### src/rtl/sccb_pkg.sv
// ============================================================================
// Module : sccb_pkg
// Brief  : Shared codes, register map and state encodings for the SCCB master.
// Rev    : 1.0 - initial release
// ============================================================================
`default_nettype none

package sccb_pkg;

    localparam logic [2:0] MCMD_IDLE = 3'd0;
    localparam logic [2:0] MCMD_WR   = 3'd1;
    localparam logic [2:0] MCMD_RD   = 3'd2;

    localparam logic [1:0] SRESP_NULL = 2'd0;
    localparam logic [1:0] SRESP_DVA  = 2'd1;
    localparam logic [1:0] SRESP_FAIL = 2'd2;
    localparam logic [1:0] SRESP_ERR  = 2'd3;

    localparam logic [7:0] ADDR_CTRL    = 8'h00;
    localparam logic [7:0] ADDR_STATUS  = 8'h01;
    localparam logic [7:0] ADDR_DEVADDR = 8'h02;
    localparam logic [7:0] ADDR_SUBADDR = 8'h03;
    localparam logic [7:0] ADDR_WDATA   = 8'h04;
    localparam logic [7:0] ADDR_RDATA   = 8'h05;

    localparam int CTRL_START_WR = 0;
    localparam int CTRL_START_RD = 1;
    localparam int STAT_BUSY     = 0;
    localparam int STAT_NACK     = 1;
    localparam int STAT_DONE     = 2;

    localparam logic [6:0] DEVADDR_RST = 7'h21;

    localparam logic [2:0] ST_IDLE   = 3'd0;
    localparam logic [2:0] ST_START  = 3'd1;
    localparam logic [2:0] ST_TXBYTE = 3'd2;
    localparam logic [2:0] ST_TXACK  = 3'd3;
    localparam logic [2:0] ST_RXBYTE = 3'd4;
    localparam logic [2:0] ST_RXNACK = 3'd5;
    localparam logic [2:0] ST_STOP   = 3'd6;
    localparam logic [2:0] ST_GAP    = 3'd7;

    // Byte selector: which byte of the transaction is on the wire
    localparam logic [1:0] PH_IDW   = 2'd0;
    localparam logic [1:0] PH_SUB   = 2'd1;
    localparam logic [1:0] PH_WDATA = 2'd2;
    localparam logic [1:0] PH_IDR   = 2'd3;

    localparam logic [1:0] OP_START = 2'd0;
    localparam logic [1:0] OP_STOP  = 2'd1;
    localparam logic [1:0] OP_BIT   = 2'd2;
    localparam logic [1:0] OP_GAP   = 2'd3;

endpackage

`default_nettype wire

### src/rtl/sccb_phy.sv
// ============================================================================
// Module : sccb_phy
// Brief  : Quarter-period timer generating SCCB start/stop/bit/gap primitives.
// Rev    : 1.0 - initial release
// ============================================================================
`default_nettype none

module sccb_phy
    import sccb_pkg::*;
#(
    parameter int QTR_DIV = 100
) (
    input  logic       clk,
    input  logic       reset_n,
    input  logic       req,
    input  logic [1:0] op,
    input  logic       tx_bit,
    input  logic       siod_in,
    output logic       done,
    output logic       rx_bit,
    output logic       sioc,
    output logic       siod_oe
);

    localparam int             CW       = $clog2(QTR_DIV);
    localparam logic [CW-1:0]  QTR_LAST = CW'(QTR_DIV - 1);

    logic [1:0]    sync;
    logic          active;
    logic [1:0]    cur_op;
    logic          cur_bit;
    logic [1:0]    qtr;
    logic [CW-1:0] qcnt;
    logic          qtr_end;
    logic          last_qtr;
    logic          sioc_nxt;
    logic          oe_nxt;

    assign qtr_end = (qcnt == QTR_LAST);

    always_comb begin
        sioc_nxt = 1'b1;
        oe_nxt   = 1'b0;
        last_qtr = (qtr == 2'd3);
        case (cur_op)
            OP_START: begin
                // two quarters of SIOD low under SIOC high, then SIOC drops
                sioc_nxt = (qtr != 2'd2);
                oe_nxt   = 1'b1;
                last_qtr = (qtr == 2'd2);
            end
            OP_STOP: begin
                sioc_nxt = (qtr != 2'd0);
                oe_nxt   = !qtr[1];
            end
            OP_BIT: begin
                sioc_nxt = (qtr == 2'd1) || (qtr == 2'd2);
                oe_nxt   = !cur_bit;
            end
            default: begin
                sioc_nxt = 1'b1;
                oe_nxt   = 1'b0;
            end
        endcase
    end

    always_ff @(posedge clk or negedge reset_n) begin
        if (!reset_n) begin
            sync    <= 2'b11;
            active  <= 1'b0;
            cur_op  <= OP_GAP;
            cur_bit <= 1'b1;
            qtr     <= 2'd0;
            qcnt    <= '0;
            done    <= 1'b0;
            rx_bit  <= 1'b1;
            sioc    <= 1'b1;
            siod_oe <= 1'b0;
        end else begin
            sync <= {sync[0], siod_in};
            done <= 1'b0;
            if (active) begin
                sioc    <= sioc_nxt;
                siod_oe <= oe_nxt;
                if (cur_op == OP_BIT && qtr == 2'd1 && qtr_end) begin
                    rx_bit <= sync[1];
                end
                if (qtr_end) begin
                    qcnt <= '0;
                    if (last_qtr) begin
                        active <= 1'b0;
                        done   <= 1'b1;
                    end else begin
                        qtr <= qtr + 2'd1;
                    end
                end else begin
                    qcnt <= qcnt + 1'b1;
                end
            end else if (req) begin
                active  <= 1'b1;
                cur_op  <= op;
                cur_bit <= tx_bit;
                qtr     <= 2'd0;
                qcnt    <= '0;
            end
        end
    end

endmodule

`default_nettype wire

### src/rtl/sccb_ctrl.sv
// ============================================================================
// Module : sccb_ctrl
// Brief  : OCP register slave sequencing SCCB register writes and reads.
// Rev    : 1.0 - initial release
// ============================================================================
`default_nettype none

module sccb_ctrl
    import sccb_pkg::*;
#(
    parameter int QTR_DIV = 100
) (
    input  logic       clk,
    input  logic       reset_n,
    input  logic [2:0] sccb_MCmd,
    input  logic [7:0] sccb_MAddr,
    input  logic [7:0] sccb_MData,
    output logic       sccb_SCmdAccept,
    output logic [7:0] sccb_SData,
    output logic [1:0] sccb_SResp,
    output logic       sioc,
    output logic       siod_oe,
    input  logic       siod_in,
    output logic       busy
);

    logic [2:0] state;
    logic       issued;
    logic [1:0] phase;
    logic [2:0] bitcnt;
    logic [7:0] shreg;
    logic [6:0] devaddr, sh_dev;
    logic [7:0] subaddr, sh_sub;
    logic [7:0] wdata, sh_wdata;
    logic [7:0] rdata;
    logic       is_read;
    logic       st_done, st_nack;

    logic       is_wr, is_rd;
    logic       start_req, start_rd;
    logic       wr_dev, wr_sub, wr_wdata;
    logic [1:0] resp_nxt;
    logic [7:0] sdata_nxt;

    logic       phy_req, phy_done, phy_rx, phy_tx;
    logic [1:0] phy_op;

    assign busy            = (state != ST_IDLE);
    assign is_wr           = (sccb_MCmd == MCMD_WR);
    assign is_rd           = (sccb_MCmd == MCMD_RD);
    assign sccb_SCmdAccept = is_wr || is_rd;

    always_comb begin
        resp_nxt  = SRESP_NULL;
        sdata_nxt = 8'h00;
        start_req = 1'b0;
        start_rd  = 1'b0;
        wr_dev    = 1'b0;
        wr_sub    = 1'b0;
        wr_wdata  = 1'b0;
        if (is_wr) begin
            resp_nxt = SRESP_DVA;
            case (sccb_MAddr)
                ADDR_CTRL: begin
                    if (sccb_MData[CTRL_START_WR] || sccb_MData[CTRL_START_RD]) begin
                        if (busy) begin
                            resp_nxt = SRESP_FAIL;
                        end else begin
                            start_req = 1'b1;
                            start_rd  = sccb_MData[CTRL_START_RD];
                        end
                    end
                end
                ADDR_DEVADDR: wr_dev   = 1'b1;
                ADDR_SUBADDR: wr_sub   = 1'b1;
                ADDR_WDATA:   wr_wdata = 1'b1;
                default:      resp_nxt = SRESP_ERR;
            endcase
        end else if (is_rd) begin
            resp_nxt = SRESP_DVA;
            case (sccb_MAddr)
                ADDR_CTRL: sdata_nxt = 8'h00;
                ADDR_STATUS: begin
                    sdata_nxt[STAT_BUSY] = busy;
                    sdata_nxt[STAT_NACK] = st_nack;
                    sdata_nxt[STAT_DONE] = st_done;
                end
                ADDR_DEVADDR: sdata_nxt = {1'b0, devaddr};
                ADDR_SUBADDR: sdata_nxt = subaddr;
                ADDR_WDATA:   sdata_nxt = wdata;
                ADDR_RDATA:   sdata_nxt = rdata;
                default:      resp_nxt  = SRESP_ERR;
            endcase
        end
    end

    always_ff @(posedge clk or negedge reset_n) begin
        if (!reset_n) begin
            sccb_SResp <= SRESP_NULL;
            sccb_SData <= 8'h00;
            devaddr    <= DEVADDR_RST;
            subaddr    <= 8'h00;
            wdata      <= 8'h00;
        end else begin
            sccb_SResp <= resp_nxt;
            sccb_SData <= sdata_nxt;
            if (wr_dev)   devaddr <= sccb_MData[6:0];
            if (wr_sub)   subaddr <= sccb_MData;
            if (wr_wdata) wdata   <= sccb_MData;
        end
    end

    // Each non-idle state issues exactly one PHY primitive and waits for its done
    assign phy_req = busy && !issued;

    always_comb begin
        phy_op = OP_BIT;
        phy_tx = 1'b1;
        case (state)
            ST_START:  phy_op = OP_START;
            ST_STOP:   phy_op = OP_STOP;
            ST_GAP:    phy_op = OP_GAP;
            ST_TXBYTE: phy_tx = shreg[bitcnt];
            default:   phy_op = OP_BIT;
        endcase
    end

    always_ff @(posedge clk or negedge reset_n) begin
        if (!reset_n) begin
            state    <= ST_IDLE;
            issued   <= 1'b0;
            phase    <= PH_IDW;
            bitcnt   <= 3'd7;
            shreg    <= 8'h00;
            sh_dev   <= 7'h00;
            sh_sub   <= 8'h00;
            sh_wdata <= 8'h00;
            is_read  <= 1'b0;
            rdata    <= 8'h00;
            st_done  <= 1'b0;
            st_nack  <= 1'b0;
        end else begin
            if (phy_req) issued <= 1'b1;
            if (phy_done) issued <= 1'b0;
            case (state)
                ST_IDLE: begin
                    if (start_req) begin
                        state    <= ST_START;
                        phase    <= PH_IDW;
                        is_read  <= start_rd;
                        sh_dev   <= devaddr;
                        sh_sub   <= subaddr;
                        sh_wdata <= wdata;
                        st_done  <= 1'b0;
                        st_nack  <= 1'b0;
                    end
                end
                ST_START: if (phy_done) begin
                    state  <= ST_TXBYTE;
                    bitcnt <= 3'd7;
                    shreg  <= {sh_dev, phase == PH_IDR};
                end
                ST_TXBYTE: if (phy_done) begin
                    if (bitcnt == 3'd0) state <= ST_TXACK;
                    else bitcnt <= bitcnt - 3'd1;
                end
                ST_TXACK: if (phy_done) begin
                    bitcnt <= 3'd7;
                    if (phy_rx) begin
                        st_nack <= 1'b1;
                        state   <= ST_STOP;
                    end else begin
                        case (phase)
                            PH_IDW: begin
                                phase <= PH_SUB;
                                shreg <= sh_sub;
                                state <= ST_TXBYTE;
                            end
                            PH_SUB: begin
                                if (is_read) begin
                                    state <= ST_STOP;
                                end else begin
                                    phase <= PH_WDATA;
                                    shreg <= sh_wdata;
                                    state <= ST_TXBYTE;
                                end
                            end
                            PH_WDATA: state <= ST_STOP;
                            default:  state <= ST_RXBYTE;
                        endcase
                    end
                end
                ST_RXBYTE: if (phy_done) begin
                    shreg <= {shreg[6:0], phy_rx};
                    if (bitcnt == 3'd0) begin
                        rdata <= {shreg[6:0], phy_rx};
                        state <= ST_RXNACK;
                    end else begin
                        bitcnt <= bitcnt - 3'd1;
                    end
                end
                ST_RXNACK: if (phy_done) state <= ST_STOP;
                ST_STOP: if (phy_done) begin
                    // A read splits into an address frame and a data frame
                    if (is_read && phase == PH_SUB && !st_nack) begin
                        phase <= PH_IDR;
                        state <= ST_GAP;
                    end else begin
                        state   <= ST_IDLE;
                        st_done <= 1'b1;
                    end
                end
                ST_GAP: if (phy_done) state <= ST_START;
                default: state <= ST_IDLE;
            endcase
        end
    end

    sccb_phy #(
        .QTR_DIV (QTR_DIV)
    ) u_phy (
        .clk     (clk),
        .reset_n (reset_n),
        .req     (phy_req),
        .op      (phy_op),
        .tx_bit  (phy_tx),
        .siod_in (siod_in),
        .done    (phy_done),
        .rx_bit  (phy_rx),
        .sioc    (sioc),
        .siod_oe (siod_oe)
    );

endmodule

`default_nettype wire

### config.mk
export PLATFORM = sky130hd
export DESIGN_NAME = sccb_ctrl
export DESIGN_NICKNAME = d
export VERILOG_FILES = /design/src/rtl/sccb_pkg.sv /design/src/rtl/sccb_phy.sv /design/src/rtl/sccb_ctrl.sv
export SDC_FILE = /design/constraint.sdc
export NUM_CORES = 1
export LEC_CHECK = 0
export ABC_AREA = 1
export ABC_CLOCK_PERIOD_IN_PS = 1800
export CORE_ASPECT_RATIO = 1.75
export CORE_UTILIZATION = 53
export CTS_CLUSTER_SIZE = 40
export DETAILED_ROUTE_END_ITERATION = 10
export HOLD_SLACK_MARGIN = 0.15
export PLACE_DENSITY = 0.76
export SYNTH_ARGS = -nofsm -noshare
export SYNTH_HDL_FRONTEND = slang
export SYNTH_SLANG_ARGS = --single-unit
### constraint.sdc
create_clock -name clk -period 1.8 [get_ports clk]
set_input_delay 0.36 -clock clk [delete_from_list [all_inputs] [get_ports clk]]
set_output_delay 0.36 -clock clk [all_outputs]
set_load 0.01 [all_outputs]
==> impl_metrics.yaml <==
floorplanning:
  initial_core_util_pct: 54.65
  die_w_um: 76.92
  ios: 36
  core_area_um2: 9527
  die_y_um: 133.1
  row_count: 47
  die_area_um2: 10240
logic_synthesis:
  synth_seq_cells: 103
  syn_nets: 667
  synth_seq_area_share_pct: 49.80
  syn_area_per_cell_um2: 8.160
  synth.distinct_cells: 43
  syn-cell-area_um2: 5206
  synth-warning-count: 0
  synthCells: 638
timing:
  setup_tns_ns: 0
  period_share_pct: 97.93
  timing.fmax_ghz: 0.5673
  hold_viol_final: 0
  maxSlewViolCount: 0
  final.min_clock_period_ns: 1.763
  setup_viol: 0
  worstMarginPinSlew_ns: 0.3686
  rsz0062_at_grt: "false"
  relSlewSlack_pct: 75.42
  skew_ns: 0.003992
cells_and_area:
  nNetsFinal: 745
  num_antenna_cells: 0
  layout_common_cells: "nand2_1 (189), dfrtp_1 (90), nand3_1 (62)"
  final_common_cell: "nand2_1"
  final_area_um2: 6332
  drive_above_1_share_pct: 16.23
  syn2layout_area_growth_pct: 21.63
clocking:
  cts.clk_slew.worst_paths_ns: 0.07
  numCtsBuffers: 9
  cts_root_buf: "clkbuf_16"
  clock_sinks: 103
  clk_latency_ns: 0.35
  cts_tree: "built"
  cts.htree.levels: 3
  cts_buffer_depth: 2
detailed_routing:
  postRouteAntennaNets: 0
  viasPerCell: 5.463
  num_vias: 4605
  wl_per_cell_um: 15.28
  drc: 0
  drtIter0Drc: 286
  detailedRoute.firstPassIterationCount: 5
  totalWireLength_mm: 12.88
placement:
  place_area_um2: 5991
  hpwl_mm: 9.983
  io_buffers: 35
  gp_congestion: 0.9592
power:
  ir_drop_uv: 607.2
  p_total_mw: 4.581
  p_leak_nw: 3.063
  power.density_nw_per_um2: 723.4
global_route:
  grt_pass1_wl_mm: 22.11
  grt_max_degree: 55
  antenna_found_initial: 0
  grt_pass1_vias: 4766
  track_usage_pct: 27.79
  grt-ovfl-total: 0
worst_setup_path:
  cp.arrival_ns: 1.40
  crit_buf_inv: 1
  end_kind: "primary output"
  start_kind: "flop"
  cpMaxStageDelayCell: "dfstp_2"
  path_class: "reg2out"
  critPathTopFamily: "flip-flops"
  crit_chain: "clkdlybuf4s50_1"
  required_ns: 1.44
  critPathMaxFanout: 2
  max_stage_delay_ns: 0.53
job:
  cap_violations: 0
hold_path:
  hp-class: "reg2reg"
outcome:
  status: "finished, final reports clean"
## logic make-up (layout without fill, tap and decap cells)
logic type | after synthesis | in the layout | share of synthesized area (%)
fa+ha+maj | 7 | 7 | 1.682
buf+inv | 82 | 165 | 6.657
flops | 103 | 103 | 49.80
xor+xnor | 4 | 4 | 0.6730
simple gates | 343 | 343 | 30.28
compound gates | 99 | 99 | 10.91
## final cells by class
| class | instances | area, µm² |
|---|---|---|
| multi-input cells | 453 | 2272 |
| repair buffers | 80 | 732.0 |
| fillers | 815 | 3194 |
| inverters | 69 | 267.8 |
| clock buffers | 11 | 252.7 |
| well taps | 122 | 152.6 |
| clock inverters | 5 | 61.31 |
| flip-flops and latches | 103 | 2594 |
## sequential cells by signal, summed over array words and instances (netlist names), 3 cells and up
name,flops
sccb_SData,8
rdata,8
shreg,8
state,3
u_phy.qcnt,7
sh_wdata,8
devaddr,7
wdata,8
subaddr,8
bitcnt,3
sh_dev,7
sh_sub,8
## per-stage QoR
stage | util [%] | hold slack [ns] | cells | worst slack [ns]
floorplan | - | 0.06441 | 638 | 0.1404
global placement | 62.88 | 0.2212 | 824 | -0.2652
detailed placement | 62.88 | 0.2240 | 824 | -0.3223
CTS | 66.51 | 0.3597 | 843 | 0.01999
global route | 66.47 | 0.3682 | 843 | 0.008378
finish | 66.47 | 0.3594 | 843 | 0.03731
## worst paths after layout
check | to | cells past startpoint | start | slack (ns)
setup / recovery | sioc | 1 | u_phy.sioc | 0.04
hold / removal | u_phy.sync[1] | 0 | u_phy.sync[0] | 0.36
setup reg to reg | rdata[0] | 8 | bitcnt[0] | 0.15
hold reg to reg | u_phy.sync[1] | 0 | u_phy.sync[0] | 0.36
max in group asynchronous | devaddr[5] | 3 | reset_n | 0.81
min in group asynchronous | u_phy.qcnt[4] | 2 | reset_n | 0.41
## Yosys cell counts (all sizes together)
cell type / number / share of area, %
xor2: 3 / 0.50
dfstp: 12 / 6.1
dfrtp: 91 / 44
o211ai: 4 / 0.94
inv: 68 / 5.0
ha: 7 / 1.7
clkinv: 1 / 0.096
o21ai: 71 / 6.8
a21oi: 10 / 1.0
a31oi: 1 / 0.12
a22o: 1 / 0.17
nor3: 7 / 1.1
o21bai: 2 / 0.29
a22oi: 1 / 0.24
nor2: 53 / 5.0
o31ai: 3 / 0.53
o22a: 1 / 0.17
nand2: 201 / 15
or2: 2 / 0.24
nand4: 14 / 1.7
o22ai: 5 / 0.60
nand3b: 1 / 0.14
clkbuf: 1 / 0.072
buf: 12 / 1.5
nand3: 65 / 6.7
xnor2: 1 / 0.17
## report_power, final
part | switching (mW) | internal, mW
Clock | 0.877 | 1.17
Combinational | 0.109 | 0.0907
Sequential | 0.00834 | 2.33
Total | 0.994 | 3.59
## layer usage
layer  part of all wire, %  global-route usage [%]  vias up
met2                    56                   52.18      114
li1                      -                       -     2247
met3                   2.5                   4.315       49
met4                   4.8                   15.60        0
met1                    36                   28.75     2195
met5                     0                       0        -
## timing repair
item	CTS	global route
buffers inserted	2	0
setup endpoints to repair	2	1
pin swaps	1	1
resized for setup	5	2
hold buffers	1	0
hold endpoints to repair	42	0
Note: power is estimated with default switching activity, not from simulation.
